`src/rtl/pwr_seq_ctrl.sv`:
```
// Ordered power-rail sequencer: one shared tick timer for per-rail on/off delays and power-good timeouts.
// Optional PWR_SEQ_PG_DEGLITCH_EN: 3-clk low filter on pg_in loss detection.
module pwr_seq_ctrl #(
  parameter int unsigned NUM_RAILS = 4,
  parameter int unsigned CNTR_NBITS = 8,
  parameter logic [CNTR_NBITS-1:0] PG_TIMEOUT = CNTR_NBITS'(200)
) (
  input  logic                            clk,
  input  logic                            reset,
  input  logic                            tick,
  input  logic                            pwr_on_req,
  input  logic [NUM_RAILS*CNTR_NBITS-1:0] dly_cfg,
  input  logic [NUM_RAILS-1:0]            pg_in,
  output logic [NUM_RAILS-1:0]            rail_en,
  output logic                            seq_done,
  output logic                            fault,
  output logic [3:0]                      fault_rail,
  output logic [2:0]                      state_o
);

  localparam int unsigned IDX_W = (NUM_RAILS > 1) ? $clog2(NUM_RAILS) : 1;
  localparam logic [IDX_W-1:0] LAST_IDX = IDX_W'(NUM_RAILS - 1);
  localparam logic [CNTR_NBITS-1:0] TIMER_MAX = '1;

  typedef enum logic [2:0] {
    S_IDLE   = 3'd0,
    S_UP_DLY = 3'd1,
    S_UP_PG  = 3'd2,
    S_ON     = 3'd3,
    S_DN_DLY = 3'd4,
    S_FAULT  = 3'd5
  } state_t;

  state_t                  state, state_nxt;
  logic [IDX_W-1:0]        idx, idx_nxt;
  logic [CNTR_NBITS-1:0]   timer;
  logic [NUM_RAILS-1:0]    rail_en_nxt;
  logic [3:0]              fault_rail_nxt;
  logic [CNTR_NBITS-1:0]   dly_arr [NUM_RAILS];
  logic [NUM_RAILS-1:0]    pg_ok;
  logic [NUM_RAILS-1:0]    lost_mask;
  logic [NUM_RAILS-1:0]    pg_lost;
  logic                    lost_any;
  logic [3:0]              lost_idx;
  logic                    dly_hit;
  logic                    pg_timeout;

  for (genvar g = 0; g < NUM_RAILS; g++) begin : g_dly
    assign dly_arr[g] = dly_cfg[g*CNTR_NBITS +: CNTR_NBITS];
  end

`ifdef PWR_SEQ_PG_DEGLITCH_EN
  // A rail is lost only once pg_in has been low for three consecutive clocks.
  logic [NUM_RAILS-1:0] pg_d1, pg_d2;

  always_ff @(posedge clk or posedge reset) begin
    if (reset) begin
      pg_d1 <= '0;
      pg_d2 <= '0;
    end else begin
      pg_d1 <= pg_in;
      pg_d2 <= pg_d1;
    end
  end

  assign pg_ok = pg_in | pg_d1 | pg_d2;
`else
  assign pg_ok = pg_in;
`endif

  // Rails watched for power-good loss: all of them in ON, those below idx in UP_PG.
  always_comb begin
    lost_mask = '0;
    for (int i = 0; i < int'(NUM_RAILS); i++) begin
      if (state == S_ON || (state == S_UP_PG && IDX_W'(i) < idx)) begin
        lost_mask[i] = 1'b1;
      end
    end
  end

  assign pg_lost  = ~pg_ok & lost_mask;
  assign lost_any = |pg_lost;

  always_comb begin
    lost_idx = '0;
    for (int i = int'(NUM_RAILS) - 1; i >= 0; i--) begin
      if (pg_lost[i]) begin
        lost_idx = 4'(i);
      end
    end
  end

  assign dly_hit    = tick && (timer == dly_arr[idx]);
  assign pg_timeout = tick && (timer == PG_TIMEOUT) && !pg_in[idx];

  // Next-state, next-index and next-output decode.
  always_comb begin
    state_nxt      = state;
    idx_nxt        = idx;
    rail_en_nxt    = rail_en;
    fault_rail_nxt = fault_rail;

    case (state)
      S_IDLE: begin
        if (pwr_on_req) begin
          idx_nxt   = '0;
          state_nxt = S_UP_DLY;
        end
      end

      S_UP_DLY: begin
        if (!pwr_on_req) begin
          if (idx == '0) begin
            state_nxt = S_IDLE;
          end else begin
            idx_nxt   = idx - IDX_W'(1);
            state_nxt = S_DN_DLY;
          end
        end else if (dly_hit) begin
          rail_en_nxt[idx] = 1'b1;
          state_nxt        = S_UP_PG;
        end
      end

      S_UP_PG: begin
        if (lost_any) begin
          fault_rail_nxt = lost_idx;
          state_nxt      = S_FAULT;
        end else if (pg_timeout) begin
          fault_rail_nxt = 4'(idx);
          state_nxt      = S_FAULT;
        end else if (!pwr_on_req) begin
          state_nxt = S_DN_DLY;
        end else if (pg_in[idx]) begin
          if (idx == LAST_IDX) begin
            state_nxt = S_ON;
          end else begin
            idx_nxt   = idx + IDX_W'(1);
            state_nxt = S_UP_DLY;
          end
        end
      end

      S_ON: begin
        if (lost_any) begin
          fault_rail_nxt = lost_idx;
          state_nxt      = S_FAULT;
        end else if (!pwr_on_req) begin
          idx_nxt   = LAST_IDX;
          state_nxt = S_DN_DLY;
        end
      end

      S_DN_DLY: begin
        if (dly_hit) begin
          rail_en_nxt[idx] = 1'b0;
          if (idx == '0) begin
            state_nxt = S_IDLE;
          end else begin
            idx_nxt = idx - IDX_W'(1);
          end
        end
      end

      S_FAULT: begin
        if (!pwr_on_req) begin
          state_nxt = S_IDLE;
        end
      end

      default: begin
        state_nxt = S_IDLE;
      end
    endcase

    // FAULT and IDLE never hold any rail enabled.
    if (state_nxt == S_FAULT || state_nxt == S_IDLE) begin
      rail_en_nxt = '0;
    end
  end

  always_ff @(posedge clk or posedge reset) begin
    if (reset) begin
      state      <= S_IDLE;
      idx        <= '0;
      timer      <= '0;
      rail_en    <= '0;
      seq_done   <= 1'b0;
      fault      <= 1'b0;
      fault_rail <= '0;
    end else begin
      state      <= state_nxt;
      idx        <= idx_nxt;
      rail_en    <= rail_en_nxt;
      seq_done   <= (state_nxt == S_ON);
      fault      <= (state_nxt == S_FAULT);
      fault_rail <= fault_rail_nxt;
      if ((state_nxt != state) || (idx_nxt != idx)) begin
        timer <= '0;
      end else if (tick && (timer != TIMER_MAX)) begin
        timer <= timer + CNTR_NBITS'(1);
      end
    end
  end

  assign state_o = state;

endmodule

```
`config.mk`:
```
export PLATFORM = sky130hd
export DESIGN_NAME = pwr_seq_ctrl
export DESIGN_NICKNAME = d
export VERILOG_FILES = /design/src/rtl/pwr_seq_ctrl.sv
export SDC_FILE = /design/constraint.sdc
export NUM_CORES = 1
export LEC_CHECK = 0
export ABC_CLOCK_PERIOD_IN_PS = 5100
export BUFFER_PORTS_ARGS = -buffer_cell sky130_fd_sc_hd__buf_2
export CAP_MARGIN = 5
export CORE_MARGIN = 2
export CORE_UTILIZATION = 31
export DETAILED_ROUTE_END_ITERATION = 7
export GPL_TIMING_DRIVEN = 1
export PLACE_DENSITY_LB_ADDON = 0.1
export SLEW_MARGIN = 20
export SYNTH_ARGS = -nofsm -noshare
export SYNTH_HDL_FRONTEND = slang
export SYNTH_SLANG_ARGS = --single-unit
```
`constraint.sdc`:
```
create_clock -name clk -period 5.1 [get_ports clk]
set_clock_uncertainty 0.05 [all_clocks]
set_input_delay 0.51 -clock clk [delete_from_list [all_inputs] [get_ports clk]]
set_output_delay 0.51 -clock clk [all_outputs]
set_load 0.03 [all_outputs]
```
Word level (Yosys, flattened, before mapping) --
Index checks and enable logic that the tools add are counted.
Word-level totals: flip-flop bits (word level) 23, latch bits 0, memory bits (writable) 0, bits in read-only memories 0, output and inout bits 13, logic and storage cells 119, memories kept 0
Operators by class: add/sub/neg operators 3, multiply operators 0, divide/modulo/power cells 0, magnitude comparators 7, equality and inequality tests 18, shift-type cells 0, mux-type cells 53, bitwise gates (word level) 6, reductions and logical operators 25
Operators by type and width (count):
- 4-bit 2-to-1 mux | 10
- 3-bit 2-to-1 mux | 13
- 8-bit 2-to-1 mux | 4
- 2-bit 2-to-1 mux | 13
- 3-bit one-hot mux with 6 select lines | 1
- 8-bit binary-select mux with 2-bit select | 1
- 4-bit one-hot mux with 2 select lines | 2
- 3-bit != test, second input constant | 4
- 2-bit one-hot mux with 5 select lines | 1
- 3-bit by 2-bit equality test with 1-bit output, second input constant | 3
- 3-bit equality test, second input constant | 3
- 1-bit logical AND | 9
- 8-bit by 1-bit adder with 8-bit output, second input constant | 1
- 4-bit bitwise AND | 2
- 8-bit equality test | 1
- 8-bit equality test, second input constant | 1
- 8-bit != test, second input constant | 1
- 4-bit NOT | 2
- 3-bit zero test | 2
- 1-bit logical OR | 6
- 1-bit 2-to-1 mux | 6
- 1-bit by 2-bit less-than comparator with 1-bit output, first input constant | 2
- 2-bit less-than comparator, first input constant | 2
- 4-bit OR | 1
- other kinds (20) | 21

Depth between registers and ports, before layout --
Gate-level depths: netlist of the first run.
word-level depth 13, gate-level depth with buffers 11, mapped depth without buffers 10

Least setup slack after synthesis of the first run --
No wires, ideal clock.
kind reg2reg, start reg state[2], in the netlist state_o[2], end reg timer[1], library setup time 0.121 ns, arrival 2.480 ns, required time 4.929 ns, slack 2.450 ns, stages on the path, launching flop included 10, period minus slack after synthesis 2.650 ns, path through dfrtp_1 -> buf_2 -> or3b_2 -> o32ai_2 -> nor2_1 -> a31o_1 -> a221o_1 -> a211oi_1 -> a311o_2 -> nor2_1
Between the ends: cells in the longest elaborated chain, start to end 11, elaborated cells on any way between the ends 41
Ends and longest elaborated chain:
- start: declaration | line 34 | state_t state, state_nxt;
- start signal: assignment | line 192 | state <= state_nxt;
- 3-bit by 2-bit equality test with 1-bit output | line 75, 103
- 1-bit logical AND | line 75 | if (state == S_ON || (state == S_UP_PG && IDX_W'(i) < idx)) begin
- 1-bit logical OR | line 75
- 1-bit 2-to-1 mux | line 75
- 4-bit bitwise AND | line 81 | assign pg_lost = ~pg_ok & lost_mask;
- 4-bit OR reduction | line 82 | assign lost_any = |pg_lost;
- 3-bit 2-to-1 mux (tied with other cells) | line 145 | if (lost_any) begin
- 3-bit one-hot mux with 6 select lines / 2-bit one-hot mux with 5 select lines (equally long branches) | line 103 | case (state)
- 3-bit != test / 2-bit != test (equally long branches) | line 198 | if ((state_nxt != state) || (idx_nxt != idx)) begin
- 1-bit logical OR (*) | line 198
- 8-bit 2-to-1 mux / 2-bit nonzero test (equally long branches)
- end signal: assignment | line 201 | timer <= timer + CNTR_NBITS'(1);
- end: declaration | line 36 | logic [CNTR_NBITS-1:0] timer;
Mark *: on every way between the ends. The rest lies on a longest branch, timed or not. A chain may end at the register's enable or synchronous reset.

Worst setup path in the final report of the first run --
start reg idx[1], end reg timer[1]
Between the ends: cells in the longest elaborated chain, start to end 12, elaborated cells on any way between the ends 61
Ends and longest elaborated chain:
- start: declaration | line 35 | logic [IDX_W-1:0] idx, idx_nxt;
- start signal: assignment | line 193 | idx <= idx_nxt;
- 2-bit NOT with 3-bit output (not written as such) | line 93 | assign dly_hit = tick && (timer == dly_arr[idx]);
- 8-bit binary-select mux with 2-bit select | line 93
- 8-bit 2-to-1 mux (not written as such) (2 in a row) | line 93
- 8-bit equality test | line 93
- 1-bit logical AND | line 93
- 3-bit 2-to-1 mux | line 119 | end else if (dly_hit) begin
- 3-bit 2-to-1 mux | line 112 | if (!pwr_on_req) begin
- 3-bit one-hot mux with 6 select lines | line 103
- 3-bit != test | line 198
- 1-bit logical OR (*) | line 198
- 8-bit 2-to-1 mux / 2-bit nonzero test (equally long branches)
Mark *: on every way between the ends. The rest lies on a longest branch, timed or not. The select of a mux whose other input is x is not followed.

==> summary.txt, run 1 <==
Worst Hold Class -> in -> async
Setup violators final -> 0
Vias in the first global route -> 1733
Synth-to-layout area growth -> 16.0%
Setup Buffers After CTS -> 0
Pwr Density -> 357 nW/um^2
Ys Warns -> 0
Fin worst setup slack -> 1.81 ns
Die X -> 82.2 microns
First-pass GRT wire length -> 8900 microns
Final hold violations -> 0
Max Transition Viols Final -> 0
Hpwl dp -> 3980 microns
Worst slew pin tran -> 1.07 ns
Count of cell types in the netlist -> 56
Crit share post-route -> 0.646
PortBufs -> 50
Core area -> 5920 sq um
WP data arrival -> 3.44 ns
Root Buffer -> clkbuf_8
Initial detailed-routing violation count -> 77
Cts repair resizes -> 0
Cell row count -> 28
Initial Utilization -> 0.320
Syn Area/Cell -> 8.78 sq um
Seq pwr share -> 0.346
Initial antenna violation count -> 0
Post-synthesis cell count -> 216
Status -> finished clean
Critical path class -> reg -> reg
Top_reg_cell synth -> dfrtp_1
Clock power share -> 0.150
CTS max path bufs -> 2
Total congestion overflow -> 0
RSZ-0062 raised after global routing -> false
Overall die area -> 6760 sq um
Drt pass-1 iters -> 6
Storage element area -> 526 sq um
NetSw -> 369 uW
Reg2reg setup slack -> 1.81 ns
Final setup TNS -> 0 ns
Minimum clock period after layout -> 3.29 ns
Vias -> 1778
Final nets -> 298
Synth Register Bits -> 21
Layout cells sized above 1 -> 0.267
Post-layout instance area -> 2200 sq um
Post-DRT Antenna Nets -> 0
Comb pwr share -> 0.504
Switching part of the total -> 0.470
Leakage -> 0.000925 uW
IO Pins -> 53
Ys async rst share -> 1.00
CTS buffer count -> 3
CP required -> 5.25 ns
Wire per inst -> 16.2 microns
Clk slew on worst S/H paths -> 0.09 ns
Max rail drop VDD -> 0.260 mV
Sink Count -> 21
Crit path capture type -> flip-flop
Synthesized area -> 1900 sq um
DRT Wirelength -> 5360 microns
Post-route DRC -> 0
Filler cells -> 624
Dpl ws -> 1.82 ns
Die height -> 82.2 microns
EDFF count, synth -> 0
F_max -> 304 MHz
Via-to-Cell Ratio -> 5.39
CTS tree -> yes
P_int -> 416 uW
Htree depth -> 1
Sequential area share after synthesis -> 0.277
GRT Overall Usage -> 0.172
Largest net degree at the start of global routing -> 27
ANT cells -> 0
Clock Latency Late Sink -> 0.27 ns
Hold Buf Count CTS -> 0
Max cap viols -> 0
Crit path launch type -> flip-flop
Maximum net fanout on the critical path -> 26
Placed cell area -> 2150 sq um
Footprint of the multi-input gates -> 1250 sq um
Relative max-transition margin -> 0.287
RePlAce Congestion -> 0.759
## power groups by stage
| stage | clock network, uW | registers, uW | logic (uW) |
|---|---|---|---|
| 2_1_floorplan | 0 | 226 | 344 |
| 3_3_place_gp | 0 | 277 | 399 |
| 3_5_place_dp | 0 | 276 | 395 |
| 4_1_cts | 120 | 273 | 399 |
| 5_1_grt | 129 | 282 | 447 |
| 6_report | 117 | 272 | 396 |
## per-layer routing
layer / routed length (microns) / vias to the layer above / GRT usage
li1: - / 871 / -
met3: 166 / 5 / 0.0196
met4: 47 / 0 / 0.0400
met2: 2490 / 35 / 0.280
met5: 0 / - / 0
met1: 2650 / 867 / 0.243
## cell type report
cell class | count | share of cell area
clock buffers | 4 | 0.0205
repair buffers | 50 | 0.114
multi-input cells | 170 | 0.567
flip-flops and latches | 21 | 0.239
inverters | 10 | 0.0171
well taps | 75 | 0.0427
## final timing paths
kind,to,startpoint,cells after the start
max in group asynchronous,state_o[1],reset,2
setup / recovery,timer[1],idx[1],7
hold reg to reg,fault_rail[0],fault_rail[0],2
min in group clk,fault_rail[0],fault_rail[0],2
hold / removal,fault,reset,2
setup reg to reg,timer[1],idx[1],7
## placed cells by master, fill, tap and decap left out, drive strengths merged, types with 2 or more instances in the layout
master | Yosys | final
buf | 7 | 50
nor2 | 25 | 25
dfrtp | 21 | 21
mux2i | 14 | 14
xnor2 | 12 | 12
a21oi | 11 | 11
inv | 10 | 10
xor2 | 10 | 10
o21ai | 10 | 10
nand2 | 9 | 9
nand3 | 9 | 9
nor3 | 9 | 9
mux4 | 5 | 5
nand2b | 4 | 4
and2 | 4 | 4
clkbuf | 9 | 4
nand4 | 3 | 3
a211oi | 3 | 3
or3b | 2 | 2
nand3b | 2 | 2
nor4 | 2 | 2
o22a | 2 | 2
o31ai | 2 | 2
nor2b | 2 | 2
a41oi | 2 | 2
o22ai | 2 | 2
ha | 2 | 2
conb | 1 | 2
o32ai | 2 | 2
a21boi | 2 | 2
## Yosys cell counts (all sizes together) (3+ instances only)
| master | count | area (sq um) |
|---|---|---|
| clkbuf | 9 | 33.8 |
| dfrtp | 21 | 526 |
| inv | 10 | 37.5 |
| nand3 | 9 | 45.0 |
| xor2 | 10 | 87.6 |
| mux2i | 14 | 140 |
| buf | 7 | 55.1 |
| a211oi | 3 | 27.5 |
| nand2b | 4 | 25.0 |
| nand2 | 9 | 33.8 |
| and2 | 4 | 25.0 |
| o21ai | 10 | 50.0 |
| xnor2 | 12 | 105 |
| nor3 | 9 | 50.1 |
| nor2 | 25 | 93.8 |
| mux4 | 5 | 124 |
| a21oi | 11 | 55.1 |
| nand4 | 3 | 18.8 |
## through the flow
step / std cells / hold slack, ns / utilization / power, uW
floorplan: 217 / 0.437 / - / 570
global placement: 326 / 0.417 / 0.364 / 676
detailed placement: 326 / 0.433 / 0.364 / 671
CTS: 330 / 0.412 / 0.372 / 792
global route: 330 / 0.457 / 0.372 / 858
finish: 330 / 0.367 / 0.372 / 785
## flip-flops by register name, indices dropped and copies added, names as in the netlist
signal,count
timer,8
rail_en,4
state_o,3
fault_rail,2
idx,2
fault,1
seq_done,1
## critical path, cell delays in order (launching register included)
cell and delay (ns):
dfrtp_1 1.06, mux4_2 0.65, o311ai_0 0.46, a21oi_1 0.14
a41oi_1 0.21, nand4_1 0.12, a311o_2 0.41, nor2_1 0.13
## logic make-up after synthesis
kind of cell | count (synthesis) | synth area share
compound gates | 48 | 0.189
xor+xnor | 22 | 0.102
fa+ha+maj | 2 | 0.0132
buf+inv | 26 | 0.0667
flops | 21 | 0.277
mux | 20 | 0.145
other cells | 1 | 0.00198
simple gates | 76 | 0.205
No activity file was read; power rests on OpenSTA's default activity.
==> inputs of run 2 (changes only) <==
- ABC_AREA: not set -> 1
- ABC_CLOCK_PERIOD_IN_PS: 5100 -> 3400
- clock period: 5.1 -> 3.4 ns (I/O delays scaled with it)
==> run 2 against run 1 <==
Compared with the run above:
- final cell count rose by 45%
- worst hold slack worse by 0.18 ns
- critical path depth up 9
- count of clock-buffer cells in the layout stayed put
- cell area increased by 10%
- sequential power is 33% higher
- utilization grew 0.43 points
- synthesized area increased by 11%
==> summary.txt, run 2 <==
Status -> finished clean
Core area -> 6460 sq um (+9.1%)
Final hold violations -> 0 (unchanged)
Max stage delay on crit path -> 0.67 ns (-0.39 ns)
Cts repair resizes -> 0 (unchanged)
Clk slew on worst S/H paths -> 0.09 ns (about the same)
Crit share post-route -> 0.771 (+0.125)
Initial antenna violation count -> 0 (unchanged)
Via-to-Cell Ratio -> 4.71 (-13%)
Filler cells -> 728 (+17%)
EDFF count, synth -> 0 (unchanged)
Worst slew pin tran -> 0.850 ns (-0.220 ns)
Crit path launch type -> flip-flop
F_max -> 382 MHz (+26%)
Synth-to-layout area growth -> 15.7%
DRT Wirelength -> 5920 microns (+11%)
Synth Register Bits -> 21 (unchanged)
First-pass GRT wire length -> 10100 microns (+14%)
WP data arrival -> 2.73 ns (-0.71 ns)
Cell row count -> 29 (+3.6%)
RePlAce Congestion -> 0.873 (+15%)
Root Buffer -> clkbuf_8
Ys Warns -> 0 (unchanged)
Post-synthesis cell count -> 357 (+65%)
Top cells by count, synth -> nand2_1 (144), nor2_1 (37), inv_1 (34)
Synth top area cells -> nand2_1 (26%), dfrtp_1 (25%), nand3_1 (7.2%)
Most frequent CP cell -> nand2_1
CTS buffer count -> 3 (unchanged)
Largest net degree at the start of global routing -> 24 (-11%)
Max cap viols -> 0 (unchanged)
GRT Overall Usage -> 0.168 (-0.00420)
Sequential area share after synthesis -> 0.250 (-0.0268)
Relative max-transition margin -> 0.433 (+0.146)
Die X -> 86.3 microns (+5.0%)
Most flops, register -> timer
Sink Count -> 21 (unchanged)
Setup violators final -> 0 (unchanged)
Leakage -> 0.00133 uW (+43%)
Die height -> 86.3 microns (+5.0%)
Post-route DRC -> 0 (unchanged)
Most frequent cells in the layout -> nand2_1 (144), buf_2 (50), nor2_1 (37), inv_1 (34), nand3_1 (30)
Minimum clock period after layout -> 2.62 ns (-0.673 ns)
Post-DRT Antenna Nets -> 0 (unchanged)
Worst Hold Class -> in -> async
Setup Buffers After CTS -> 0 (unchanged)
CP required -> 3.51 ns (-1.74 ns)
Commonest non-fill, non-tap cell in the layout -> nand2_1
Hold Buf Count CTS -> 0 (unchanged)
Max Transition Viols Final -> 0 (unchanged)
IO Pins -> 53 (unchanged)
Layout cells sized above 1 -> 0.211 (-0.0557)
Worst hold-check slack -> 0.184 ns (-0.183 ns)
Count of cell types in the netlist -> 35 (-38%)
Vias in the first global route -> 2205 (+27%)
ANT cells -> 0 (unchanged)
Final nets -> 446 (+50%)
Pwr Density -> 595 nW/um^2 (+67%)
Clock Latency Late Sink -> 0.26 ns (about the same)
Total congestion overflow -> 0 (unchanged)
Final setup TNS -> 0 ns (unchanged)
Count leader, synth -> nand2_1
Vias -> 2261 (+27%)
CTS max path bufs -> 2 (unchanged)
Drt pass-1 iters -> 4 (-2)
Critical path class -> reg -> reg
Synth top area share -> 0.258 (-0.0196)
Initial Utilization -> 0.325 (+0.00471)
Syn Area/Cell -> 5.88 sq um (-33%)
Initial detailed-routing violation count -> 149 (+94%)
Max rail drop VDD -> 0.187 mV (-28%)
Hpwl dp -> 4760 microns (+19%)
PortBufs -> 50 (unchanged)
Synthesized area -> 2100 sq um (+11%)
Max reg flops -> 8 (unchanged)
CP max stage cell -> dfrtp_1
Overall die area -> 7440 sq um (+10%)
Wire per inst -> 12.3 microns (-24%)
RSZ-0062 raised after global routing -> false
Ys async rst share -> 1.00 (unchanged)
Maximum net fanout on the critical path -> 14 (-46%)
Synth area leader -> nand2_1
CTS tree -> yes
Critical path, cell by cell -> buf_4, nand2_1, nand2_1, nand2_1, nand3_1, nand2_1, nor2_1, nand2_1, nor2_2, nand3_1, a21oi_1, nand3_1, clkinv_1, nor2_2, nand2_4, nor2_2
Htree depth -> 1 (unchanged)
Top_reg_cell synth -> dfrtp_1
Crit path capture type -> flip-flop
run 2: cell type report:
cell class | instances | area (sq um) | share of cell area
timing repair buffer | 51 | 258 | 0.106
tap | 77 | 96.3 | 0.0397
clock buffer | 4 | 45.0 | 0.0186
sequential | 21 | 526 | 0.216
multi-input combinational | 284 | 1340 | 0.552
inverter | 43 | 164 | 0.0675
run 2: where the power goes:
part           leakage, uW  switching [uW]  internal (uW)
Clock            0.0000228            90.8           83.7
Sequential        0.000285            73.5            287
Combinational      0.00102             629            281
Total              0.00133             794            651
run 2: stage by stage:
step                total power [uW]  cells  worst slack (ns)  instance area, sq um   util
CTS                             1460    480             0.800                  2430  0.376
global placement                1290    476             0.741                  2380  0.369
finish                          1440    480             0.780                  2430  0.376
global route                    1600    480             0.435                  2430  0.376
floorplan                       1090    358              1.33                  2100      -
detailed placement              1280    476             0.821                  2380  0.369
run 2: per-layer routing:
| layer | wire, microns | track usage | vias to the layer above |
|---|---|---|---|
| li1 | - | - | 1200 |
| met1 | 3110 | 0.253 | 1020 |
| met2 | 2530 | 0.260 | 39 |
| met3 | 259 | 0.0162 | 2 |
| met4 | 29 | 0.0355 | 0 |
| met5 | 0 | 0 | - |
run 2: critical path: cells and delay by family, from the launching register on:
family	cells	cell delay (ns)
buffers and inverters	2	0.38
AO/OA/AOI/OAI	1	0.19
flip-flops	1	0.67
AND/OR/NAND/NOR	13	1.24
run 2: final timing paths:
path | from | cells past startpoint | slack (ns) | end
max reg2reg | idx[0] | 16 | 0.78 | timer[3]
min | reset | 2 | 0.18 | timer[0]
max | idx[0] | 16 | 0.78 | timer[3]
min reg2reg | fault_rail[1] | 2 | 0.43 | fault_rail[1]
max in group asynchronous | reset | 2 | 2.59 | fault_rail[1]
min in group clk | fault_rail[1] | 2 | 0.43 | fault_rail[1]
run 2: cells by family after synthesis:
| kind of cell | Yosys count | share of synthesized area |
|---|---|---|
| adder cells (fa/ha/maj) | 2 | 0.0119 |
| AO/OA/AOI/OAI | 29 | 0.0883 |
| AND/OR/NAND/NOR | 244 | 0.505 |
| other | 1 | 0.00179 |
| flip-flops | 21 | 0.250 |
| XOR/XNOR | 7 | 0.0292 |
| buffers and inverters | 53 | 0.113 |
==> inputs of run 3 (changes only) <==
- ABC_CLOCK_PERIOD_IN_PS: 3400 -> 2600
- clock period: 3.4 -> 2.6 ns (I/O delays scaled with it)
==> run 3 against run 2 <==
Compared with the run above:
- flip-flop and latch count unchanged
- non-clock buffer count grew 7
- highest routed layer unchanged
- register-to-register slack got worse by 0.56 ns
- largest cell class unchanged
==> summary.txt, run 3 (synthesized netlist as in run 2, its figures left out) <==
Drt pass-1 iters -> 4 (unchanged)
Clock Latency Late Sink -> 0.26 ns (about the same)
Footprint of the multi-input gates -> 1350 sq um (+0.56%)
Max Transition Viols Final -> 0 (unchanged)
FF-to-FF path depth -> 15 (-1)
Core area -> 6460 sq um (unchanged)
ANT cells -> 0 (unchanged)
Hpwl dp -> 4840 microns (+1.8%)
Pwr Density -> 786 nW/um^2 (+32%)
Max reg flops -> 8 (unchanged)
Final setup TNS -> 0 ns (unchanged)
CTS buffer count -> 3 (unchanged)
Final nets -> 453 (+1.6%)
Die height -> 86.3 microns (unchanged)
Hold Buf Count CTS -> 0 (unchanged)
Overall die area -> 7440 sq um (unchanged)
Final hold violations -> 0 (unchanged)
Max stage delay on crit path -> 0.43 ns (-0.24 ns)
Via-to-Cell Ratio -> 4.66 (-1.0%)
Setup Buffers After CTS -> 0 (unchanged)
Max rail drop VDD -> 0.331 mV (+77%)
Post-DRT Antenna Nets -> 0 (unchanged)
F_max -> 421 MHz (+10%)
Relative max-transition margin -> 0.410 (-0.0231)
Layout cells sized above 1 -> 0.229 (+0.0184)
Critical path class -> reg -> reg
Initial Utilization -> 0.325 (unchanged)
CTS tree -> yes
RePlAce Congestion -> 0.937 (+7.4%)
Initial antenna violation count -> 0 (unchanged)
CP Buf/Inv Count -> 2 (unchanged)
Worst Hold Class -> in -> async
GRT Overall Usage -> 0.172 (+0.00445)
Htree depth -> 1 (unchanged)
CTS max path bufs -> 2 (unchanged)
Vias -> 2271 (+0.44%)
Most frequent cells in the layout -> nand2_1 (143), buf_2 (50), nor2_1 (37), inv_1 (34), nand3_1 (30)
First-pass GRT wire length -> 10300 microns (+1.8%)
Clk slew on worst S/H paths -> 0.09 ns (about the same)
IO Pins -> 53 (unchanged)
Max cap viols -> 0 (unchanged)
Placed cell area -> 2430 sq um (+2.2%)
Fin cells -> 487 (+1.5%)
Core Util, Final -> 0.385 (+0.00949)
Largest net degree at the start of global routing -> 24 (unchanged)
Initial detailed-routing violation count -> 115 (-23%)
Root Buffer -> clkbuf_8
CP required -> 2.75 ns (-0.76 ns)
Most flops, register -> timer
DP Cell Count -> 483 (+1.5%)
Status -> finished clean
Total congestion overflow -> 0 (unchanged)
Leakage -> 0.00136 uW (+2.7%)
Cts repair resizes -> 0 (unchanged)
RSZ-0062 raised after global routing -> false
Levels on crit path -> 15 (-1)
CP max stage cell -> dfrtp_1
Minimum clock period after layout -> 2.38 ns (-0.245 ns)
Delay-heaviest family, CP -> simple AND/OR/NAND/NOR gates
DRT Wirelength -> 6020 microns (+1.7%)
Synth-to-layout area growth -> 18.6%
Crit share post-route -> 0.913 (+0.143)
Wire per inst -> 12.4 microns (+0.19%)
Crit path launch type -> flip-flop
PortBufs -> 50 (unchanged)
Commonest non-fill, non-tap cell in the layout -> nand2_1
Filler cells -> 755 (+3.7%)
Vias in the first global route -> 2169 (-1.6%)
Critical path, cell by cell -> inv_1, ha_1, nand3_1, nor3_1, buf_4, nand2_2, o21ai_4, nor3_2, nand2_2, nand2_1, nand2_1, nand3_1, nor2_2, nand2_4, nor2_2
WP data arrival -> 2.52 ns (-0.21 ns)
Maximum net fanout on the critical path -> 8 (-6)
Worst slew pin tran -> 0.884 ns (+0.0346 ns)
Sink Count -> 21 (unchanged)
Crit path capture type -> flip-flop
Storage element area -> 527 sq um (+0.24%)
Cell row count -> 29 (unchanged)
Die X -> 86.3 microns (unchanged)
Post-layout instance area -> 2490 sq um (+2.5%)
Post-route DRC -> 0 (unchanged)
Setup violators final -> 0 (unchanged)
## run 3: cell types whose count changed in the layout (fill, tap and decap cells not counted), sizes merged
| cell | before | now |
|---|---|---|
| buf | 51 | 58 |
## run 3: power breakdown
| group | total [uW] | internal, uW | leakage [uW] | switching [uW] |
|---|---|---|---|---|
| Clock | 226 | 109 | 0.0000228 | 116 |
| Sequential | 450 | 378 | 0.000283 | 71.9 |
| Combinational | 1280 | 410 | 0.00106 | 871 |
| Total | 1960 | 897 | 0.00136 | 1060 |
## run 3: metrics by stage
step	setup slack (ns)	power [uW]	hold slack (ns)
after floorplan	0.532	1420	0.187
after global placement	0.210	1730	0.410
after detailed placement	0.173	1720	0.419
after CTS	0.135	1960	0.150
after global routing	0.00229	2160	0.199
final	0.225	1960	0.121
## run 3: cell type report
| type | count | share of cell area |
|---|---|---|
| Inverter | 43 | 0.0659 |
| Clock buffer | 4 | 0.0181 |
| Timing Repair Buffer | 58 | 0.125 |
| Multi-Input combinational cell | 284 | 0.541 |
| Tap cell | 77 | 0.0387 |
| Sequential cell | 21 | 0.212 |
## run 3: worst paths after layout
path | from | endpoint | slack, ns
max | timer[1] | timer[4] | 0.22
max in group asynchronous | reset | idx[1] | 1.78
min reg2reg | fault_rail[1] | fault_rail[1] | 0.43
min | reset | rail_en[2] | 0.12
max reg2reg | timer[1] | timer[4] | 0.22
min in group clk | pg_in[3] | fault_rail[0] | 0.34
## run 3: metal layers
| metal | vias to the layer above | GRT usage | routed length (microns) |
|---|---|---|---|
| met4 | 0 | 0.0298 | 29 |
| met2 | 53 | 0.259 | 2460 |
| met3 | 2 | 0.0219 | 358 |
| met1 | 1000 | 0.266 | 3170 |
| li1 | 1216 | - | - |
| met5 | - | 0 | 0 |
